### config.mk
export PLATFORM = sky130hd
export DESIGN_NAME = pipe_stage_reg
export DESIGN_NICKNAME = d
export VERILOG_FILES = /design/src/rtl/pipe_stage_reg.sv
export SDC_FILE = /design/constraint.sdc
export NUM_CORES = 1
export LEC_CHECK = 0
export CORE_ASPECT_RATIO = 1.75
export CORE_UTILIZATION = 25
export DETAILED_ROUTE_END_ITERATION = 8
export GPL_TIMING_DRIVEN = 0
export PLACE_DENSITY = 0.51
export SLEW_MARGIN = 20
export SYNTH_ARGS = -nofsm -noshare
export SYNTH_HDL_FRONTEND = slang
export SYNTH_SLANG_ARGS = --single-unit
### constraint.sdc
create_clock -name CLK -period 5.2 [get_ports CLK]
set_clock_uncertainty 0.15 [all_clocks]
set_input_delay 1.56 -clock CLK [delete_from_list [all_inputs] [get_ports CLK]]
set_output_delay 1.56 -clock CLK [all_outputs]
set_load 0.02 [all_outputs]
### src/rtl/pipe_stage_reg.sv
// pipe_stage_reg: elastic valid/ready inter-stage register with flush, optional skid entry and stall counter
//   CLK, RST            clock, async active-high reset
//   flush               squash every held entry (ctrl zeroed, data kept)
//   in_valid/in_ready   upstream handshake, in_ctrl/in_data payload
//   out_valid/out_ready downstream handshake, out_ctrl/out_data head payload
//   stall_clr/stall_cnt saturating count of cycles with out_valid && !out_ready
module pipe_stage_reg #(
    parameter int DATA_W = 32,
    parameter int CTRL_W = 6,
    parameter int SKID   = 0,
    parameter int CNT_W  = 16
)(
    input  logic              CLK,
    input  logic              RST,
    input  logic              flush,
    input  logic              in_valid,
    output logic              in_ready,
    input  logic [CTRL_W-1:0] in_ctrl,
    input  logic [DATA_W-1:0] in_data,
    output logic              out_valid,
    input  logic              out_ready,
    output logic [CTRL_W-1:0] out_ctrl,
    output logic [DATA_W-1:0] out_data,
    input  logic              stall_clr,
    output logic [CNT_W-1:0]  stall_cnt
);
    logic              main_valid, skid_valid, in_xfer, out_xfer;
    logic [CTRL_W-1:0] main_ctrl, skid_ctrl;
    logic [DATA_W-1:0] main_data, skid_data;

    // skid_valid is a flop, so in skid mode in_ready has no combinational path from out_ready
    always_comb begin
        in_ready  = (SKID != 0) ? !skid_valid : (!main_valid || out_ready);
        in_xfer   = in_valid && in_ready;
        out_xfer  = main_valid && out_ready;
        out_valid = main_valid;
        out_ctrl  = main_valid ? main_ctrl : '0;
        out_data  = main_data;
    end

    // Without skid mode in_ready blocks any input that would need the skid slot, so it never fills
    always_ff @(posedge CLK or posedge RST) begin
        if (RST) begin
            main_valid <= 1'b0;
            main_ctrl  <= '0;
            main_data  <= '0;
            skid_valid <= 1'b0;
            skid_ctrl  <= '0;
            skid_data  <= '0;
        end else if (flush) begin
            main_valid <= 1'b0;
            main_ctrl  <= '0;
            skid_valid <= 1'b0;
            skid_ctrl  <= '0;
        end else begin
            if (out_xfer && skid_valid) begin
                main_valid <= 1'b1;
                main_ctrl  <= skid_ctrl;
                main_data  <= skid_data;
                skid_valid <= 1'b0;
                skid_ctrl  <= '0;
            end else if (in_xfer && (!main_valid || out_xfer)) begin
                main_valid <= 1'b1;
                main_ctrl  <= in_ctrl;
                main_data  <= in_data;
            end else if (out_xfer) begin
                main_valid <= 1'b0;
                main_ctrl  <= '0;
            end
            if (in_xfer && main_valid && !out_xfer) begin
                skid_valid <= 1'b1;
                skid_ctrl  <= in_ctrl;
                skid_data  <= in_data;
            end
        end
    end

    always_ff @(posedge CLK or posedge RST) begin
        if (RST)
            stall_cnt <= '0;
        else if (stall_clr)
            stall_cnt <= '0;
        else if (main_valid && !out_ready && stall_cnt != '1)
            stall_cnt <= stall_cnt + 1'b1;
    end
endmodule

==> results.py <==
metrics = {
    "synthesis": {
        "synth_top_area_share_pct": 57.1,
        "yosysTopAreaCell": "dfrtp_1",
        "synthFlopType": "dfrtp_1",
        "synthCells": 323,
        "synth_edf_count": 0,
        "synth_fp_nets": 368,
        "synthTopCellsByArea": "dfrtp_1, mux2_2, clkbuf_1",
        "avgSynthCellArea_um2": 12.8,
        "syn_area_um2": 4120,
        "synth.distinct_cells": 37,
        "ys_seq_area_share_pct": 57.1,
        "ys_seq_elements": 94,
        "async_reset_ff_share_pct": 100,
        "synth_warnings": 0,
    },
    "placement": {
        "gp_congestion": 0.726,
        "place_area_um2": 5380,
        "post-dp-hpwl_um": 7100,
        "port_buffers": 99,
    },
    "cells_and_area": {
        "antenna_cells": 0,
        "register_area_um2": 2350,
        "multi_input_comb_area_um2": 1530,
        "post-route-cell-area_um2": 5680,
        "nFillCells": 1642,
        "fin_util_pct": 35.4,
        "finalNetCount": 479,
        "drive_above_1_share_pct": 24.1,
        "syn_to_final_growth_pct": 37.9,
    },
    "clock_network": {
        "cts.clk_slew.worst_paths_ns": 0.06,
        "clock_path_buffers": 2,
        "cts_tree": "done",
        "clock-root-buffer": "clkbuf_16",
        "clock_sinks": 94,
        "post-cts-setup-buffer-count": 0,
        "hold_buffers": 0,
        "cts_resized": 0,
        "cts.htree.levels": 3,
        "clock_latency_ns": 0.34,
        "cts_buffers": 9,
    },
    "worst_setup_path": {
        "cp_max_fo": 8,
        "required_ns": 3.49,
        "cp-start-kind": "input pin",
        "crit_arrival_ns": 3.08,
        "rrSetupSlack_ns": 2.94,
        "worstReg2RegStart": "stall_cnt[0]$_DFFE_PP0P_",
        "critPathLaunch": "out_ready",
        "worst-setup-path-type": "in -> out",
        "cp-end-kind": "primary output",
    },
    "sta": {
        "period_needed_ns": 4.79,
        "max_freq_mhz": 209,
        "slew_headroom_pct": 45.8,
        "drv_slew": 0,
        "hold_viol_final": 0,
        "finalCritPeriodShare_pct": 92.2,
        "grt_setup_unrepaired": "false",
        "setup_violations": 0,
        "worst_pin_slew_ns": 0.806,
    },
    "power": {
        "power_per_cell_area_nw_per_um2": 310,
        "p_leak_nw": 2.41,
        "ir_drop_mv": 0.156,
    },
    "floorplan": {
        "rows": 61,
        "coreArea_um2": 16000,
        "fp.dieH_um": 172,
        "io_pins": 100,
        "start_util_pct": 25.7,
        "dieWidth_um": 99.0,
        "dieArea_um2": 17000,
    },
    "global_routing": {
        "track_usage_pct": 12.2,
        "antenna_found_initial": 0,
        "grt_pass1_wl_um": 15900,
        "grt_pass1_vias": 3076,
        "grt_max_degree": 55,
        "overflow": 0,
    },
    "detailed_routing": {
        "routed_wl_um": 9620,
        "first_pass_iters": 6,
        "drtIter0Drc": 61,
        "remaining_drc_errors": 0,
        "via_per_inst": 4.44,
        "routedWlPerCell_um": 15.3,
        "dr_total_vias": 2791,
        "drtAntennaViolNets": 0,
    },
    "min_path": {
        "min_from": "skid_data[31]$_DFFE_PP0P_",
        "hp-class": "reg -> reg",
    },
    "run": {
        "max-cap-violations": 0,
    },
    "status": {
        "status": "complete, no violations",
    },
}
cell families (layout without fill, tap and decap cells):
family          count (synthesis)  in the layout  share of synthesized area (%)
compound gates                 32             32                           5.31
mux                            78             78                           21.3
flops                          94             94                           57.1
fa+ha+maj                       1              1                          0.304
buf+inv                        50            166                           5.77
simple gates                   68             68                           10.2
layer usage:
layer | up-vias | global-route usage, % | share of wire (%) | wire (um)
li1 | 1330 | - | - | -
met3 | 7 | 2.60 | 3.6 | 350
met1 | 1379 | 13.0 | 40 | 3850
met4 | 0 | 4.61 | 1.1 | 104
met2 | 75 | 23.1 | 55 | 5310
met5 | - | 0 | 0 | 0
synthesized netlist by cell type (2+ instances only):
library cell  instances
nor2b_1               8
or3_1                 3
and4_4                3
buf_6                 5
dfrtp_1              94
o21ai_0               2
o31ai_1               4
nor2_1               12
nand3_1               4
buf_2                 5
mux2_2               70
a21oi_1              14
inv_1                 4
a22o_1                5
nand2_1               5
mux2_1                7
and2_1               15
nand2b_1              3
clkbuf_1             34
and4_1                3
nand4_1               5
or4_1                 3
placed cells by master (no fill, tap or decap), types with 2 or more instances in the layout:
| cell type | instances |
|---|---|
| and2_1 | 15 |
| nand2b_1 | 3 |
| clkbuf_1 | 35 |
| and4_4 | 3 |
| mux2_1 | 7 |
| nand3_1 | 4 |
| inv_1 | 3 |
| a21oi_1 | 14 |
| o31ai_1 | 4 |
| buf_6 | 5 |
| clkdlybuf4s50_1 | 99 |
| or4_1 | 3 |
| and4_1 | 3 |
| clkbuf_16 | 9 |
| o21ai_0 | 2 |
| buf_2 | 5 |
| a22o_1 | 5 |
| nor2b_1 | 8 |
| dfrtp_1 | 94 |
| or3_1 | 3 |
| nor2_1 | 12 |
| nand4_1 | 5 |
| clkinv_4 | 2 |
| nand2_1 | 5 |
| mux2_2 | 70 |
sequential cells by signal, indices dropped and copies added (netlist names):
register / cells
main_ctrl: 6
stall_cnt: 16
out_valid: 1
skid_ctrl: 6
out_data: 32
skid_valid: 1
skid_data: 32
layout make-up:
cell class / count / area share (%)
Multi-Input combinational cell: 179 / 26.9
Clock buffer: 10 / 4.03
Clock inverter: 6 / 1.26
Buffer: 45 / 3.81
Tap cell: 189 / 4.16
Sequential cell: 94 / 41.4
Inverter: 5 / 0.463
Timing Repair Buffer: 100 / 17.9
power by group:
| part | internal, W | switching [W] |
|---|---|---|
| combinational | 0.000160 | 0.000132 |
| sequential | 0.000777 | 0.0000255 |
| clock | 0.000377 | 0.000288 |
through the flow:
stage	TNS [ns]	hold slack (ns)	cells	worst slack (ns)	power [W]
4_1_cts	0	0.309	628	0.397	0.00180
6_report	0	0.302	628	0.408	0.00176
2_1_floorplan	0	0.275	323	1.04	0.000957
3_5_place_dp	0	0.294	612	0.405	0.00111
3_3_place_gp	-50.99	0.288	611	-0.553	0.00111
5_1_grt	0	0.323	628	0.340	0.00184
critical path, cell delays in order:
cell	delay [ns]
clkdlybuf4s50_1	0.58
nor2b_1	0.09
buf_6	0.15
inv_4	0.09
clkdlybuf4s50_1	0.60
final timing paths:
path / cells past startpoint / end
min in group asynchronous: 2 / out_data[18]$_DFFE_PP0P_
hold / removal: 1 / skid_data[31]$_DFFE_PP0P_
setup / recovery: 5 / in_ready
hold reg to reg: 1 / skid_data[31]$_DFFE_PP0P_
setup reg to reg: 5 / stall_cnt[14]$_DFFE_PP0P_
max in group asynchronous: 3 / skid_data[3]$_DFFE_PP0P_
Power figures use the tool's default switching activity.
